===== src/rtl/tx_link_seq.sv =====
// JESD204B TX link-layer sequencer, 4 octets per clock: LMFC beat counter,
// CGS -> ILAS -> DATA sequencing on SYNC_n, and registered DO/DO_K/FE/ME/EN.
module tx_link_seq #(
  parameter int SYNC_MIN = 4,
  parameter int ILAS_MF  = 4
) (
  input  logic             CLK,
  input  logic             RST_n,
  input  logic [7:0]       i_F,
  input  logic [4:0]       i_K,
  input  logic             i_SYNC_n,
  input  logic             i_SYSREF,
  input  logic [13:0][7:0] i_CFG,
  input  logic [3:0][7:0]  i_DI,
  output logic             o_DI_RDY,
  output logic [3:0][7:0]  o_DO,
  output logic [3:0]       o_DO_K,
  output logic [3:0]       o_FE,
  output logic [3:0]       o_ME,
  output logic             o_EN,
  output logic             o_LMFC
);

  typedef enum logic [1:0] {ST_CGS, ST_ILAS, ST_DATA} state_t;

  state_t          r_state, w_state_next;
  logic [8:0]      w_f1;
  logic [5:0]      w_k1;
  logic [13:0]     w_prod;
  logic [10:0]     r_mfb;
  logic [7:0]      r_fpb_m1;
  logic [10:0]     r_b, w_b_next;
  logic [7:0]      r_fb, w_fb_next;
  logic            r_sysref_d;
  logic [7:0]      r_m;
  logic [7:0]      r_low;
  logic            w_mf_last, w_resync, w_sysref_rise;
  logic [3:0][7:0] w_ilas_do;
  logic [3:0]      w_ilas_k;
  logic [3:0][7:0] w_do_next;
  logic [3:0]      w_dok_next, w_fe_next;
  logic            w_en_next;

  assign w_f1   = {1'b0, i_F} + 9'd1;
  assign w_k1   = {1'b0, i_K} + 6'd1;
  assign w_prod = 14'(w_f1) * 14'(w_k1);

  always_ff @(posedge CLK) begin
    r_mfb    <= 11'(w_prod >> 2);
    r_fpb_m1 <= 8'((w_f1 >> 2) - 9'd1);
  end

  assign w_sysref_rise = i_SYSREF & ~r_sysref_d;
  assign w_mf_last     = (r_b == r_mfb - 11'd1);
  assign w_resync      = (r_state != ST_CGS) && !i_SYNC_n && (r_low == 8'(SYNC_MIN - 1));

  // Frame beat counter restarts together with the multiframe beat counter.
  always_comb begin
    w_b_next  = r_b + 11'd1;
    w_fb_next = r_fb + 8'd1;
    if (w_sysref_rise || w_mf_last) begin
      w_b_next  = '0;
      w_fb_next = '0;
    end else if (r_fb == r_fpb_m1) begin
      w_fb_next = '0;
    end
  end

  always_comb begin
    w_state_next = r_state;
    o_DI_RDY     = 1'b0;
    unique case (r_state)
      ST_CGS:  if (i_SYNC_n && w_b_next == 11'd0) w_state_next = ST_ILAS;
      ST_ILAS: begin
        if (w_resync) w_state_next = ST_CGS;
        else if (w_mf_last && r_m == 8'(ILAS_MF - 1)) w_state_next = ST_DATA;
      end
      ST_DATA: begin
        o_DI_RDY = !w_resync;
        if (w_resync) w_state_next = ST_CGS;
      end
      default: w_state_next = ST_CGS;
    endcase
  end

  always_ff @(posedge CLK) begin
    if (!RST_n) begin
      r_state    <= ST_CGS;
      r_b        <= '0;
      r_fb       <= '0;
      r_sysref_d <= 1'b0;
      r_m        <= '0;
      r_low      <= '0;
    end else begin
      r_state    <= w_state_next;
      r_b        <= w_b_next;
      r_fb       <= w_fb_next;
      r_sysref_d <= i_SYSREF;
      r_m        <= (r_state == ST_ILAS && w_state_next == ST_ILAS) ?
                    (w_mf_last ? r_m + 8'd1 : r_m) : 8'd0;
      r_low      <= (r_state != ST_CGS && !i_SYNC_n && !w_resync) ? r_low + 8'd1 : 8'd0;
    end
  end

  // ILAS octet o = 4*b + lane; multiframe 1 carries the link configuration.
  for (genvar gi = 0; gi < 4; gi++) begin : g_ilas
    logic [12:0] w_o;
    logic [7:0]  w_oct;
    logic        w_k;
    assign w_o = {r_b, 2'(gi)};
    always_comb begin
      w_oct = w_o[7:0];
      w_k   = 1'b0;
      if (w_o == 13'd0) begin
        w_oct = 8'h1C;
        w_k   = 1'b1;
      end else if (w_o == {r_mfb - 11'd1, 2'b11}) begin
        w_oct = 8'h7C;
        w_k   = 1'b1;
      end else if (r_m == 8'd1 && w_o == 13'd1) begin
        w_oct = 8'h9C;
        w_k   = 1'b1;
      end else if (r_m == 8'd1 && w_o >= 13'd2 && w_o <= 13'd15) begin
        w_oct = i_CFG[w_o[3:0] - 4'd2];
      end
    end
    assign w_ilas_do[gi] = w_oct;
    assign w_ilas_k[gi]  = w_k;
  end

  // A re-sync already shows CGS characters on the beat that triggers it.
  always_comb begin
    w_do_next  = {4{8'hBC}};
    w_dok_next = 4'hF;
    w_en_next  = 1'b0;
    if (!w_resync) begin
      case (r_state)
        ST_ILAS: begin
          w_do_next  = w_ilas_do;
          w_dok_next = w_ilas_k;
        end
        ST_DATA: begin
          w_do_next  = i_DI;
          w_dok_next = 4'h0;
          w_en_next  = 1'b1;
        end
        default: ;
      endcase
    end
    if (i_F == 8'd0)      w_fe_next = 4'b1111;
    else if (i_F == 8'd1) w_fe_next = 4'b1010;
    else                  w_fe_next = {r_fb == r_fpb_m1, 3'b000};
  end

  always_ff @(posedge CLK) begin
    if (!RST_n) begin
      o_DO   <= '0;
      o_DO_K <= '0;
      o_FE   <= '0;
      o_ME   <= '0;
      o_EN   <= 1'b0;
      o_LMFC <= 1'b0;
    end else begin
      o_DO   <= w_do_next;
      o_DO_K <= w_dok_next;
      o_FE   <= w_fe_next;
      o_ME   <= {w_mf_last, 3'b000};
      o_EN   <= w_en_next;
      o_LMFC <= (r_b == 11'd0);
    end
  end

endmodule

===== config.mk =====
export PLATFORM = sky130hd
export DESIGN_NAME = tx_link_seq
export DESIGN_NICKNAME = d
export VERILOG_FILES = /design/src/rtl/tx_link_seq.sv
export SDC_FILE = /design/constraint.sdc
export NUM_CORES = 1
export LEC_CHECK = 0
export CAP_MARGIN = 0
export CORE_MARGIN = 2
export CORE_UTILIZATION = 48
export DETAILED_ROUTE_END_ITERATION = 6
export GPL_ROUTABILITY_DRIVEN = 0
export GPL_TIMING_DRIVEN = 1
export PLACE_DENSITY = 0.85
export REMOVE_ABC_BUFFERS = 1
export SLEW_MARGIN = 20
export SYNTH_ARGS = -nofsm -noshare
export SYNTH_HDL_FRONTEND = slang
export SYNTH_SLANG_ARGS = --single-unit

===== constraint.sdc =====
create_clock -name CLK -period 6.3 [get_ports CLK]
set_input_delay 1.89 -clock CLK [delete_from_list [all_inputs] [get_ports CLK]]
set_output_delay 1.89 -clock CLK [all_outputs]
set_load 0.05 [all_outputs]

### Word-level counts from Yosys, hierarchy flattened

Index checks and enable logic that the tools add are counted.

| operators by class | value |
|---|---|
| $add $sub $neg | 12 |
| div/mod/pow operators | 0 |
| multipliers | 1 |
| reduce and logical (&&, ||, !) cells | 31 |
| equality and inequality tests | 9 |
| mux-type cells | 38 |
| order comparisons | 12 |
| bitwise gates (word level) | 3 |
| shifts and indexed selects | 0 |

Operators by type and width:

| cell | number |
|---|---|
| $bmux 8 s4 | 4 |
| $mux 8 | 14 |
| $pmux 32 s2 | 1 |
| $ge 13x2->1 const B | 4 |
| $le 13x4->1 const B | 4 |
| $logic_not 13->1 | 4 |
| $mux 32 | 1 |
| $add 8x1->8 const B | 3 |
| $logic_not 11->1 | 2 |
| $lt 4x5->1 const B | 4 |
| $eq 8x1->1 const B | 2 |
| $eq 8x2->1 const B | 2 |
| $sub 4x2->4 const B | 4 |
| $logic_and 1x1->1 | 15 |
| $mul 9x6->13 | 1 |
| $mux 4 | 3 |
| $add 11x1->11 const B | 1 |
| $eq 11x11->1 | 1 |
| $mux 11 | 1 |
| $sub 11x1->11 const B | 1 |
| $add 8x1->9 const B | 1 |
| $eq 8x8->1 | 1 |
| $logic_not 8->1 | 1 |
| $mux 1 | 8 |
| other kinds (16) | 23 |

| storage, ports and cells | value |
|---|---|
| ROM bits | 0 |
| bits in writable memories | 0 |
| memories kept | 0 |
| register bits after elaboration | 103 |
| bits in latches | 0 |

### Depth between registers and ports, before layout

Gate-level depths: netlist (run 1).

| depth | value |
|---|---|
| word-level depth | 11 |
| gate-level depth with buffers | 19 |
| depth with buffers taken out | 18 |

### Least setup slack after synthesis (run 1)

OpenSTA, ideal clock, no wires.

| timing path | value |
|---|---|
| kind | input -> register |
| start point | input port i_F[0] |
| end point | register r_mfb[10] |
| setup slack | 0.566 ns |
| stages on the path | 19 |
| arrival | 5.613 ns |
| buffers on the path | 1 |
| library setup time | 0.120 ns |
| cell sequence | clkbuf_1 nand3_1 xnor2_1 inv_1 nor2_1 fa_1 ha_1 inv_1 fa_1 inv_1 ha_1 a21o_1 a21oi_1 o21bai_1 a21oi_1 o21ai_0 a21o_1 a21oi_1 xnor2_1 |

| between the ends | value |
|---|---|
| cells in the longest elaborated chain, start to end | 2 |

Ends and longest elaborated chain:

| element | line | source |
|---|---|---|
| start: declaration | 9 | `input logic [7:0] i_F,` |
| $add 8x1->9 | 44 | `assign w_f1 = {1'b0, i_F} + 9'd1;` |
| $mul 9x6->13 | 46 | `assign w_prod = 14'(w_f1) * 14'(w_k1);` |
| net w_prod[12] | 29 | `logic [13:0] w_prod;` |
| end signal: assignment | 49 | `r_mfb <= 11'(w_prod >> 2);` |
| end: declaration | 30 | `logic [10:0] r_mfb;` |

The timed path passes the listed nets, and every way through them passes these cells.
A chain may end at the register's enable or synchronous reset.

### Worst setup path in the final report (run 1)

| timing path | value |
|---|---|
| start point | input port i_K[0] |
| end point | register r_mfb[10] |

| between the ends | value |
|---|---|
| cells in the longest elaborated chain, start to end | 2 |

Ends and longest elaborated chain:

| element | line | source |
|---|---|---|
| start: declaration | 10 | `input logic [4:0] i_K,` |
| $add 5x1->6 | 45 | `assign w_k1 = {1'b0, i_K} + 6'd1;` |
| $mul 9x6->13 | 46 |  |
| net w_prod[12] | 29 |  |

The timed path passes the listed nets, and every way through them passes these cells.

==> reports/qor.yml, run 1 <==
final_cells: 1171
synth_top_cell_by_area: "dfxtp_1"
firstDrtPassIters: 6
clkTransAtPathRegs_ps: 70
maxCapViolCount: 0
grtUsageTotal: 0.258
hold_viol: 0
ant_nets: 0
max_freq_mhz: 167
p_total_mw: 2.16
finish.utilization: 0.678
hold_class: "reg -> reg"
crit_required_ps: 6540
yosys_register_bits: 99
crit_fanout: 4
multiInputGateArea_mm2: 0.00456
synth.area.top_cells: "dfxtp_1, fa_1, ha_1"
setup_viol_count_final: 0
power_density_mw_per_mm2: 228
portBuffers: 204
die_width_um: 124
cts_tree: "done"
rsz0062_at_grt: "false"
num_io_pins: 208
finalNetCount: 1208
synth.top_cell.area_share: 0.287
drc: 0
start_util: 0.494
synthFlopType: "dfxtp_1"
syn_avg_cell_area_um2: 8.74
tightest_slew_ps: 1050
layout_min_cycle_time_ps: 5980
dieArea_mm2: 0.0154
routed_via_density: 5.48
tns_ps: 0
cts_root_buf: "clkbuf_16"
synth_edf_count: 0
cp.arrival_ps: 6220
leakage_nw: 3.84
drt-total-wl_um: 20000
diodes: 0
clk_path_buf_depth: 2
synth.cell_area_mm2: 0.00691
drt_iter0_drc: 430
die_height_um: 124
cts_num_sinks: 99
placed_cells: 1155
ys_seq_area_frac: 0.287
rows: 43
end_kind: "register"
grt_max_degree: 40
vias: 6415
cp-start-kind: "primary input"
drv_slew: 0
synth_common_cells: "dfxtp_1, nor2_1, nand2_1"
cts.htree.levels: 3
register_area_mm2: 0.00198
synthArstFlopShare: 0
fin_crit_sh: 0.949
avgRoutedWirePerCell_um: 17.1
finClkSkew_ps: 13.2
synth.most_common_cell: "dfxtp_1"
coreArea_mm2: 0.0140
yosysWarnings: 0
layout-drive-gt1-share: 0.0868
holdWs_ps: 489
critical_path_class: "in -> reg"
slew_headroom: 0.299
worstSkewPairLatency_ps: 350
grt_pass1_wl_um: 30800
ir_drop_v: 0.000134
syn-instance-count: 790
fillers: 1096
grt_pass1_vias: 6400
yosysUniqueCellTypes: 65
cts_buffers: 9
area_growth_syn_to_layout_pct: 37.2
grt_antenna_before_repair: 0
status: "finished, final reports clean"
post-dp-hpwl_um: 15400
post-cts-setup-buffers: 0
grt_overflow_total: 0
worst max-delay path, stage by stage:
cell,delay (ps)
clkdlybuf4s50_1,490
ha_1,240
nand3_1,150
xnor2_1,340
and2_1,210
fa_1,440
fa_1,510
fa_1,490
ha_1,350
a21oi_1,210
o21bai_1,80
a21oi_1,200
o21ai_0,170
a21o_1,200
a21oi_1,160
xnor2_1,90
routing by layer:
metal,track usage,vias up,wire [um]
met1,0.278,3000,7470
met4,0.125,0,799
met3,0.0536,57,1490
met2,0.478,257,10300
met5,0,-,0
li1,-,3101,-
sequential cells by signal (all words and copies together) (netlist names):
signal	cells
o_LMFC	1
r_b	11
r_mfb	11
r_m	8
r_sysref_d	1
r_fpb_m1	8
o_DO_K	4
o_DO	32
o_ME	1
r_fb	8
r_low	8
o_EN	1
o_FE	3
r_state	2
path summary, 6_finish.rpt:
| check | depth (start not counted) | slack, ps | endpoint | from |
|---|---|---|---|---|
| max | 16 | 320 | r_mfb[10] | i_K[0] |
| min | 1 | 490 | r_low[0] | r_low[0] |
| max reg2reg | 8 | 2960 | o_DO[10] | r_b[0] |
| min reg2reg | 1 | 490 | r_low[0] | r_low[0] |
area by class of cell:
class,instances,area share
multi-input combinational,600,0.481
clock inverter,7,0.00963
inverter,49,0.0194
timing repair buffer,227,0.234
sequential,99,0.209
tap,180,0.0238
clock buffer,9,0.0238
cell families after synthesis:
kind of cell / synth area share
flip-flops: 0.287
XOR/XNOR: 0.100
AO/OA/AOI/OAI: 0.133
multiplexers: 0.0808
adder cells (fa/ha/maj): 0.141
buffers and inverters: 0.0556
other: 0.000543
AND/OR/NAND/NOR: 0.202
cells in the final DEF (no fill, tap or decap), types with 12 or more instances in the layout:
cell type	instances
a21oi_1	46
a221oi_1	21
and3_1	16
buf_4	23
clkdlybuf4s50_1	204
dfxtp_1	98
fa_1	28
ha_1	33
inv_1	48
mux2_2	13
mux2i_1	13
mux4_2	12
nand2_1	49
nand3_1	31
nand4_1	12
nor2_1	98
nor2b_1	18
o21ai_0	19
xnor2_1	43
xor2_1	33
metrics by stage:
step           worst slack (ps)  cell area, um^2
6_report                    319             9480
5_1_grt                    25.2             9480
4_1_cts                     296             9470
3_5_place_dp              -61.2             9160
3_3_place_gp                112             9160
2_1_floorplan               707             6720
power breakdown:
group | total (mW) | internal (mW) | switching (mW)
Combinational | 0.837 | 0.401 | 0.436
Sequential | 0.749 | 0.694 | 0.0552
Clock | 0.579 | 0.318 | 0.261
Total | 2.16 | 1.41 | 0.752
repair_timing:
| action | in CTS | in global routing |
|---|---|---|
| endpoints found under the setup margin | 0 | 1 |
| resized for setup | 0 | 1 |
| hold buffers | 0 | 0 |
Power figures use the tool's default switching activity.
==> inputs of run 2 (changes only) <==
--- a/config.mk
+++ b/config.mk
@@ -5,13 +5,14 @@
 export SDC_FILE = /design/constraint.sdc
 export NUM_CORES = 1
 export LEC_CHECK = 0
+export ABC_AREA = 1
 export CAP_MARGIN = 0
 export CORE_MARGIN = 2
-export CORE_UTILIZATION = 48
+export CORE_UTILIZATION = 49
 export DETAILED_ROUTE_END_ITERATION = 6
 export GPL_ROUTABILITY_DRIVEN = 0
 export GPL_TIMING_DRIVEN = 1
-export PLACE_DENSITY = 0.85
+export PLACE_DENSITY = 0.86
 export REMOVE_ABC_BUFFERS = 1
 export SLEW_MARGIN = 20
 export SYNTH_ARGS = -nofsm -noshare
==> run 2 against run 1 <==
Compared with the run above: synthesized cell count is 30% higher; wire length is 14% higher; sequential cell count unchanged; first-iteration DRC count up 27%; largest cell class unchanged; highest routed layer unchanged; global-route usage increased by 3.8 points; sequential power down 3%.
==> reports/qor.yml, run 2 <==
tns_ps: 0  # unchanged
ctsHoldBuffers: 0  # unchanged
grt_max_degree: 42  # was 40
worstSkewPairLatency_ps: 360  # was 350 ps
hold_viol: 0  # unchanged
grtUsageTotal: 0.296  # was 0.258
swShare: 0.375  # was 0.347
status: "finished, final reports clean"  # unchanged
grt_pass1_wl_um: 35000  # was 30800 um
r2r-end: "r_m[4]"  # was o_DO[10]
placed_cell_area_mm2: 0.00939  # was 0.00916 mm^2
fillers: 1145  # was 1096
cp.arrival_ps: 6360  # was 6220 ps
avgRoutedWirePerCell_um: 16.1  # was 17.1 um
ir_drop_v: 0.000166  # was 0.000134 V
syn_avg_cell_area_um2: 6.88  # was 8.74 um^2
synth.area.top_cells: "dfxtp_1, nand2_1, fa_1"  # was dfxtp_1, fa_1, ha_1
r2r_start: "r_b[0]"  # unchanged
num_io_pins: 208  # unchanged
routed_via_density: 5.39  # was 5.48
synth_top_cell_by_area: "dfxtp_1"  # unchanged
grt_overflow_total: 0  # unchanged
max_freq_mhz: 164  # was 167 MHz
crit_required_ps: 6580  # was 6540 ps
finClkSkew_ps: 4.68  # was 13.2 ps
synth_edf_count: 0  # unchanged
cp_slowest_stage_delay_ps: 510  # about the same
clkTransAtPathRegs_ps: 70  # about the same
end_kind: "register"  # unchanged
drv_slew: 0  # unchanged
p_comb_frac: 0.405  # was 0.387
drt-total-wl_um: 22900  # was 20000 um
rrSetupSlack_ps: 3120  # was 2960 ps
finish.instance_area_mm2: 0.00971  # was 0.00948 mm^2
wl_met3_um: 1920  # was 1490 um
yosys_register_bits: 99  # unchanged
cts_root_buf: "clkbuf_16"  # unchanged
top_layer_used: "met4"  # unchanged
portBuffers: 204  # unchanged
vias: 7674  # was 6415
p_int_mw: 1.34  # was 1.41 mW
grt_antenna_before_repair: 1  # was 0
final_common_cell: "nand2_1"  # was clkdlybuf4s50_1
syn-instance-count: 1025  # was 790
cts_num_sinks: 99  # unchanged
fin_crit_sh: 0.965  # was 0.949
cts_buffers: 9  # unchanged
firstDrtPassIters: 5  # was 6
largest_reg_flops: 32  # unchanged
cpMaxStageDelayCell: "clkdlybuf4s50_1"  # was fa_1
hp-start: "r_fb[0]"  # was r_low[0]
clk_path_buf_depth: 2  # unchanged
maxCapViolCount: 0  # unchanged
synth.cell_area_mm2: 0.00705  # was 0.00691 mm^2
layout-drive-gt1-share: 0.0660  # was 0.0868
slew_headroom: 0.330  # was 0.299
hold_depth: 1  # unchanged
leakage_nw: 4.34  # was 3.84 nW
cp-start-kind: "primary input"  # unchanged
synth.top_cell.area_share: 0.281  # was 0.287
layout_min_cycle_time_ps: 6080  # was 5980 ps
die_width_um: 124  # about the same
area_growth_syn_to_layout_pct: 37.7  # was 37.2%
post-dp-hpwl_um: 18100  # was 15400 um
yosysUniqueCellTypes: 49  # was 65
synth.most_common_cell: "nand2_1"  # was dfxtp_1
hold_end: "r_fb[0]"  # was r_low[0]
synth_common_cells: "nand2_1, inv_1, nor2_1"  # was dfxtp_1, nor2_1, nand2_1
crit_top_cell: "nand2_1"
crit_fanout: 4  # unchanged
die_height_um: 124  # about the same
ant_nets: 0  # unchanged
grt_pass1_vias: 7379  # was 6400
critical_path_class: "in -> reg"  # unchanged
start_util: 0.504  # was 0.494
yosysWarnings: 0  # unchanged
coreArea_mm2: 0.0140  # unchanged
cts.htree.levels: 3  # unchanged
crit_chain: "clkdlybuf4s50_1 > inv_1 > nor3_2 > nand2_1 > o21ai_0 > nand2_1 > inv_1 > nand2_1 > fa_1 > inv_1 > fa_1 > fa_1 > ha_1 > a21oi_1 > nand2_1 > a21o_1 > a21oi_2 > nor2_1 > nor2_1 > o21bai_1 > nand2_1 > nand2_1 > a21oi_1 > xor2_1"  # was clkdlybuf4s50_1 > ha_1 > nand3_1 > xnor2_1 > and2_1 > fa_1 > fa_1 > fa_1 > ha_1 > a21oi_1 > o21bai_1 > a21oi_1 > o21ai_0 > a21o_1 > a21oi_1 > xnor2_1
final_cell_mix: "nand2_1, clkdlybuf4s50_1, inv_1"  # was clkdlybuf4s50_1, nor2_1, dfxtp_1
tightest_slew_ps: 1000  # was 1050 ps
cts_tree: "done"  # unchanged
wl_met1_um: 8540  # was 7470 um
dieArea_mm2: 0.0154  # about the same
finalNetCount: 1460  # was 1208
synthFlopType: "dfxtp_1"  # unchanged
synthArstFlopShare: 0  # unchanged
seqPwrFrac: 0.339  # was 0.346
p_switching_mw: 0.805  # was 0.752 mW
drt_iter0_drc: 544  # was 430
clkPwrFrac: 0.256  # was 0.267
rows: 43  # unchanged
regMostFlops: "o_DO"  # unchanged
rr_worst_depth: 15  # was 8
ys_seq_area_frac: 0.281  # was 0.287
hold_class: "reg -> reg"  # unchanged
top_regs: "o_DO (32), r_b (11), r_mfb (11)"  # unchanged
drc: 0  # unchanged
power_density_mw_per_mm2: 221  # was 228 mW/mm^2
route.met2.wl_um: 11300  # was 10300 um
setup_viol_count_final: 0  # unchanged
[run 2: cell count changes in the layout (fill, tap and decap cells not counted), sizes merged, moves of 18 or more]
cell	previous run	this run
nand2	49	214
inv	51	142
o21ai	20	65
nor2	104	148
xnor2	45	11
a21oi	46	76
nand3	31	51
nor2b	18	0
[run 2: what timing repair did]
action	CTS	global route
resized for setup	0	3
endpoints found under the setup margin	0	2
setup buffers	0	1
[run 2: worst max-delay path: cells and delay by family]
family / cells / cell delay, ps
xor+xnor: 1 / 170
fa+ha+maj: 4 / 1790
buf+inv: 4 / 730
compound gates: 6 / 960
simple gates: 9 / 840
[run 2: how the worst max path moves through the flow]
stage                      to  depth (start not counted)    from
finish              r_mfb[10]                         24  i_F[0]
global route        r_mfb[10]                         24  i_F[0]
detailed placement  r_mfb[10]                         24  i_F[2]
global placement    r_mfb[10]                         24  i_F[1]
floorplan           r_mfb[10]                         23  i_F[1]
CTS                 r_mfb[10]                         24  i_F[2]
[run 2: cells by family (layout without fill, tap and decap cells)]
group,Yosys count,after routing,synth area share
and+or+nand+nor,464,464,0.283
AOI/OAI and AO/OA,180,180,0.144
buffers and inverters,173,389,0.0954
DFF,99,99,0.281
adders and majority gates,61,61,0.138
xor gates and xnor gates,46,46,0.0571
other,1,4,0.000532
muxes,1,1,0.00142
[run 2: area by class of cell]
| cell class | instances | area [um^2] | share of cell area |
|---|---|---|---|
| inverter | 141 | 529 | 0.0545 |
| multi-input combinational | 755 | 4420 | 0.455 |
| sequential | 99 | 1980 | 0.204 |
| antenna | 1 | 2.50 | 0.000258 |
| clock inverter | 6 | 58.8 | 0.00606 |
| tap | 180 | 225 | 0.0232 |
| timing repair buffer | 232 | 2250 | 0.232 |
| clock buffer | 10 | 239 | 0.0246 |
[run 2: routing by layer]
metal	global-route usage	vias to the layer above
li1	-	3722
met1	0.323	3523
met2	0.537	351
met3	0.0540	78
met4	0.165	0
met5	0	-
[run 2: power by group through the flow]
stage / sequential [mW] / combinational [mW] / clock, mW
after floorplan: 0.801 / 0.489 / 0
after global placement: 0.742 / 0.826 / 0
after detailed placement: 0.744 / 0.853 / 0
after CTS: 0.729 / 0.861 / 0.552
after global routing: 0.739 / 0.979 / 0.573
final: 0.729 / 0.869 / 0.550
[run 2: metrics by stage]
step	util	setup WS, ps	std cells	hold slack, ps	power [mW]
2_1_floorplan	-	556	995	440	1.29
3_3_place_gp	0.671	103	1406	456	1.57
3_5_place_dp	0.671	-70.4	1406	463	1.60
4_1_cts	0.692	296	1422	480	2.14
5_1_grt	0.694	-162	1424	502	2.29
6_report	0.694	219	1424	477	2.15
==> inputs of run 3 (changes only) <==
--- a/config.mk
+++ b/config.mk
@@ -6,15 +6,15 @@
 export NUM_CORES = 1
 export LEC_CHECK = 0
 export ABC_AREA = 1
-export CAP_MARGIN = 0
 export CORE_MARGIN = 2
-export CORE_UTILIZATION = 49
+export CORE_UTILIZATION = 47
 export DETAILED_ROUTE_END_ITERATION = 6
 export GPL_ROUTABILITY_DRIVEN = 0
 export GPL_TIMING_DRIVEN = 1
-export PLACE_DENSITY = 0.86
+export PLACE_DENSITY = 0.84
 export REMOVE_ABC_BUFFERS = 1
 export SLEW_MARGIN = 20
 export SYNTH_ARGS = -nofsm -noshare
 export SYNTH_HDL_FRONTEND = slang
 export SYNTH_SLANG_ARGS = --single-unit
+export TNS_END_PERCENT = 10
==> run 3 against run 2 <==
Compared with the run above: global-route usage shrank 1.2 points; first-iteration DRC count shrank 7.2%; clock-buffer cell count shrank 1; hold slack gained 3.6 ps; wire length shrank 2.2%; sequential power grew 0.5%; clock power grew 6.7%; combinational power shrank 2%; register-to-register slack lost 50 ps; utilization shrank 2.9 points; critical endpoint unchanged; largest power group unchanged.
==> reports/qor.yml, run 3 (synthesized netlist as in run 2, its figures left out) <==
status: "finished, final reports clean"  # unchanged
grtUsageTotal: 0.284  # was 0.296
vias: 7541  # was 7674
cp_slowest_stage_delay_ps: 520  # was 510 ps
cts_root_buf: "clkbuf_16"  # unchanged
grt_pass1_vias: 7489  # was 7379
drc: 0  # unchanged
ir_drop_v: 0.000131  # was 0.000166 V
ant_nets: 0  # unchanged
end_kind: "register"  # unchanged
crit_fanout: 5  # was 4
leakage_nw: 4.33  # was 4.34 nW
routed_via_density: 5.30  # was 5.39
drt_iter0_drc: 505  # was 544
avgRoutedWirePerCell_um: 15.7  # was 16.1 um
dp_slack_ps: -34.5  # was -70.4 ps
dieArea_mm2: 0.0160  # was 0.0154 mm^2
cts_buffers: 9  # unchanged
cp.arrival_ps: 6260  # was 6360 ps
largest_reg_flops: 32  # unchanged
finalNetCount: 1457  # was 1460
coreArea_mm2: 0.0146  # was 0.0140 mm^2
cts_num_sinks: 99  # unchanged
cts_tree: "done"  # unchanged
critical_path_class: "in -> reg"  # unchanged
die_height_um: 127  # was 124 um
grt_pass1_wl_um: 36700  # was 35000 um
start_util: 0.483  # was 0.504
drt-total-wl_um: 22400  # was 22900 um
startpoint: "i_K[1]"  # was i_F[0]
tightest_slew_ps: 1040  # was 1000 ps
area_growth_syn_to_layout_pct: 37.5  # was 37.7%
grt_antenna_before_repair: 0  # was 1
firstDrtPassIters: 5  # unchanged
critPathTopFamily: "adder cells"  # unchanged
num_io_pins: 208  # unchanged
final_cell_mix: "nand2_1, clkdlybuf4s50_1, inv_1"  # unchanged
hp-start: "r_low[0]"  # was r_fb[0]
cpMaxStageDelayCell: "fa_1"  # was clkdlybuf4s50_1
portBuffers: 204  # unchanged
finClkSkew_ps: 8.20  # was 4.68 ps
post-dp-hpwl_um: 17600  # was 18100 um
fin_crit_sh: 0.947  # was 0.965
r2r_start: "r_b[0]"  # unchanged
power_density_mw_per_mm2: 224  # was 221 mW/mm^2
cp_num_buf_inv: 1  # was 4
worstSkewPairLatency_ps: 360  # about the same
rows: 44  # was 43
setup_viol_count_final: 0  # unchanged
die_width_um: 127  # was 124 um
hold_viol: 0  # unchanged
clkTransAtPathRegs_ps: 70  # about the same
layout-drive-gt1-share: 0.0621  # was 0.0660
grt_overflow_total: 0  # unchanged
timing.final.ws_setup_ps: 333  # was 219 ps
crit_chain: "clkdlybuf4s50_1 > ha_1 > nand3_1 > xor2_1 > nor2_1 > fa_1 > fa_1 > fa_1 > ha_1 > a21oi_1 > nand2_1 > a21o_1 > a21oi_1 > nor2_1 > nor2_1 > o21bai_1 > nand2_1 > nand2_1 > a21oi_1 > xor2_1"  # was clkdlybuf4s50_1 > inv_1 > nor3_2 > nand2_1 > o21ai_0 > nand2_1 > inv_1 > nand2_1 > fa_1 > inv_1 > fa_1 > fa_1 > ha_1 > a21oi_1 > nand2_1 > a21o_1 > a21oi_2 > nor2_1 > nor2_1 > o21bai_1 > nand2_1 > nand2_1 > a21oi_1 > xor2_1
final_common_cell: "nand2_1"  # unchanged
tns_ps: 0  # unchanged
crit_required_ps: 6590  # was 6580 ps
grt_max_degree: 42  # unchanged
slew_headroom: 0.305  # was 0.330
drv_slew: 0  # unchanged
cp-start-kind: "primary input"  # unchanged
clk_path_buf_depth: 2  # unchanged
max_freq_mhz: 168  # was 164 MHz
hold_class: "reg -> reg"  # unchanged
layout_min_cycle_time_ps: 5970  # was 6080 ps
top_regs: "o_DO (32), r_b (11), r_mfb (11)"  # unchanged
cts.htree.levels: 3  # unchanged
regMostFlops: "o_DO"  # unchanged
maxCapViolCount: 0  # unchanged
diodes: 0  # was 1
-- run 3: area by class of cell --
type                            instances  area [um^2]
Timing Repair Buffer                  229         2230
Sequential cell                        99         1980
Clock inverter                          7         91.3
Tap cell                              184          230
Inverter                              141          529
Multi-Input combinational cell        755         4410
Clock buffer                            9          225
Fill cell                            1239         4890
-- run 3: where the power goes --
group | switching [mW] | total, mW | internal (mW)
combinational | 0.493 | 0.853 | 0.360
clock | 0.268 | 0.587 | 0.319
sequential | 0.0441 | 0.733 | 0.689
total | 0.806 | 2.17 | 1.37
-- run 3: final timing paths --
check	to	slack, ps	depth (start not counted)
max	r_mfb[10]	330	20
max reg2reg	r_m[3]	3070	15
min	r_low[0]	480	1
min reg2reg	r_low[0]	480	1
-- run 3: per-stage QoR --
stage	util	instance area, um^2	hold slack, ps	total power, mW	instances
floorplan	-	6920	440	1.29	995
global placement	0.643	9380	461	1.56	1408
detailed placement	0.643	9380	468	1.59	1408
CTS	0.664	9690	485	2.18	1424
global route	0.665	9700	509	2.32	1424
finish	0.665	9700	480	2.17	1424
-- run 3: repair_timing --
action	in CTS	in global routing
hold buffers	0	0
setup buffers	0	0
gates resized for setup	0	2
endpoints found under the setup margin	0	2
-- run 3: routing by layer --
metal / wire length (um) / up-vias / global-route usage
met5: 0 / - / 0
met4: 928 / 0 / 0.115
met3: 1610 / 62 / 0.0553
met2: 11100 / 302 / 0.511
met1: 8740 / 3450 / 0.329
li1: - / 3727 / -
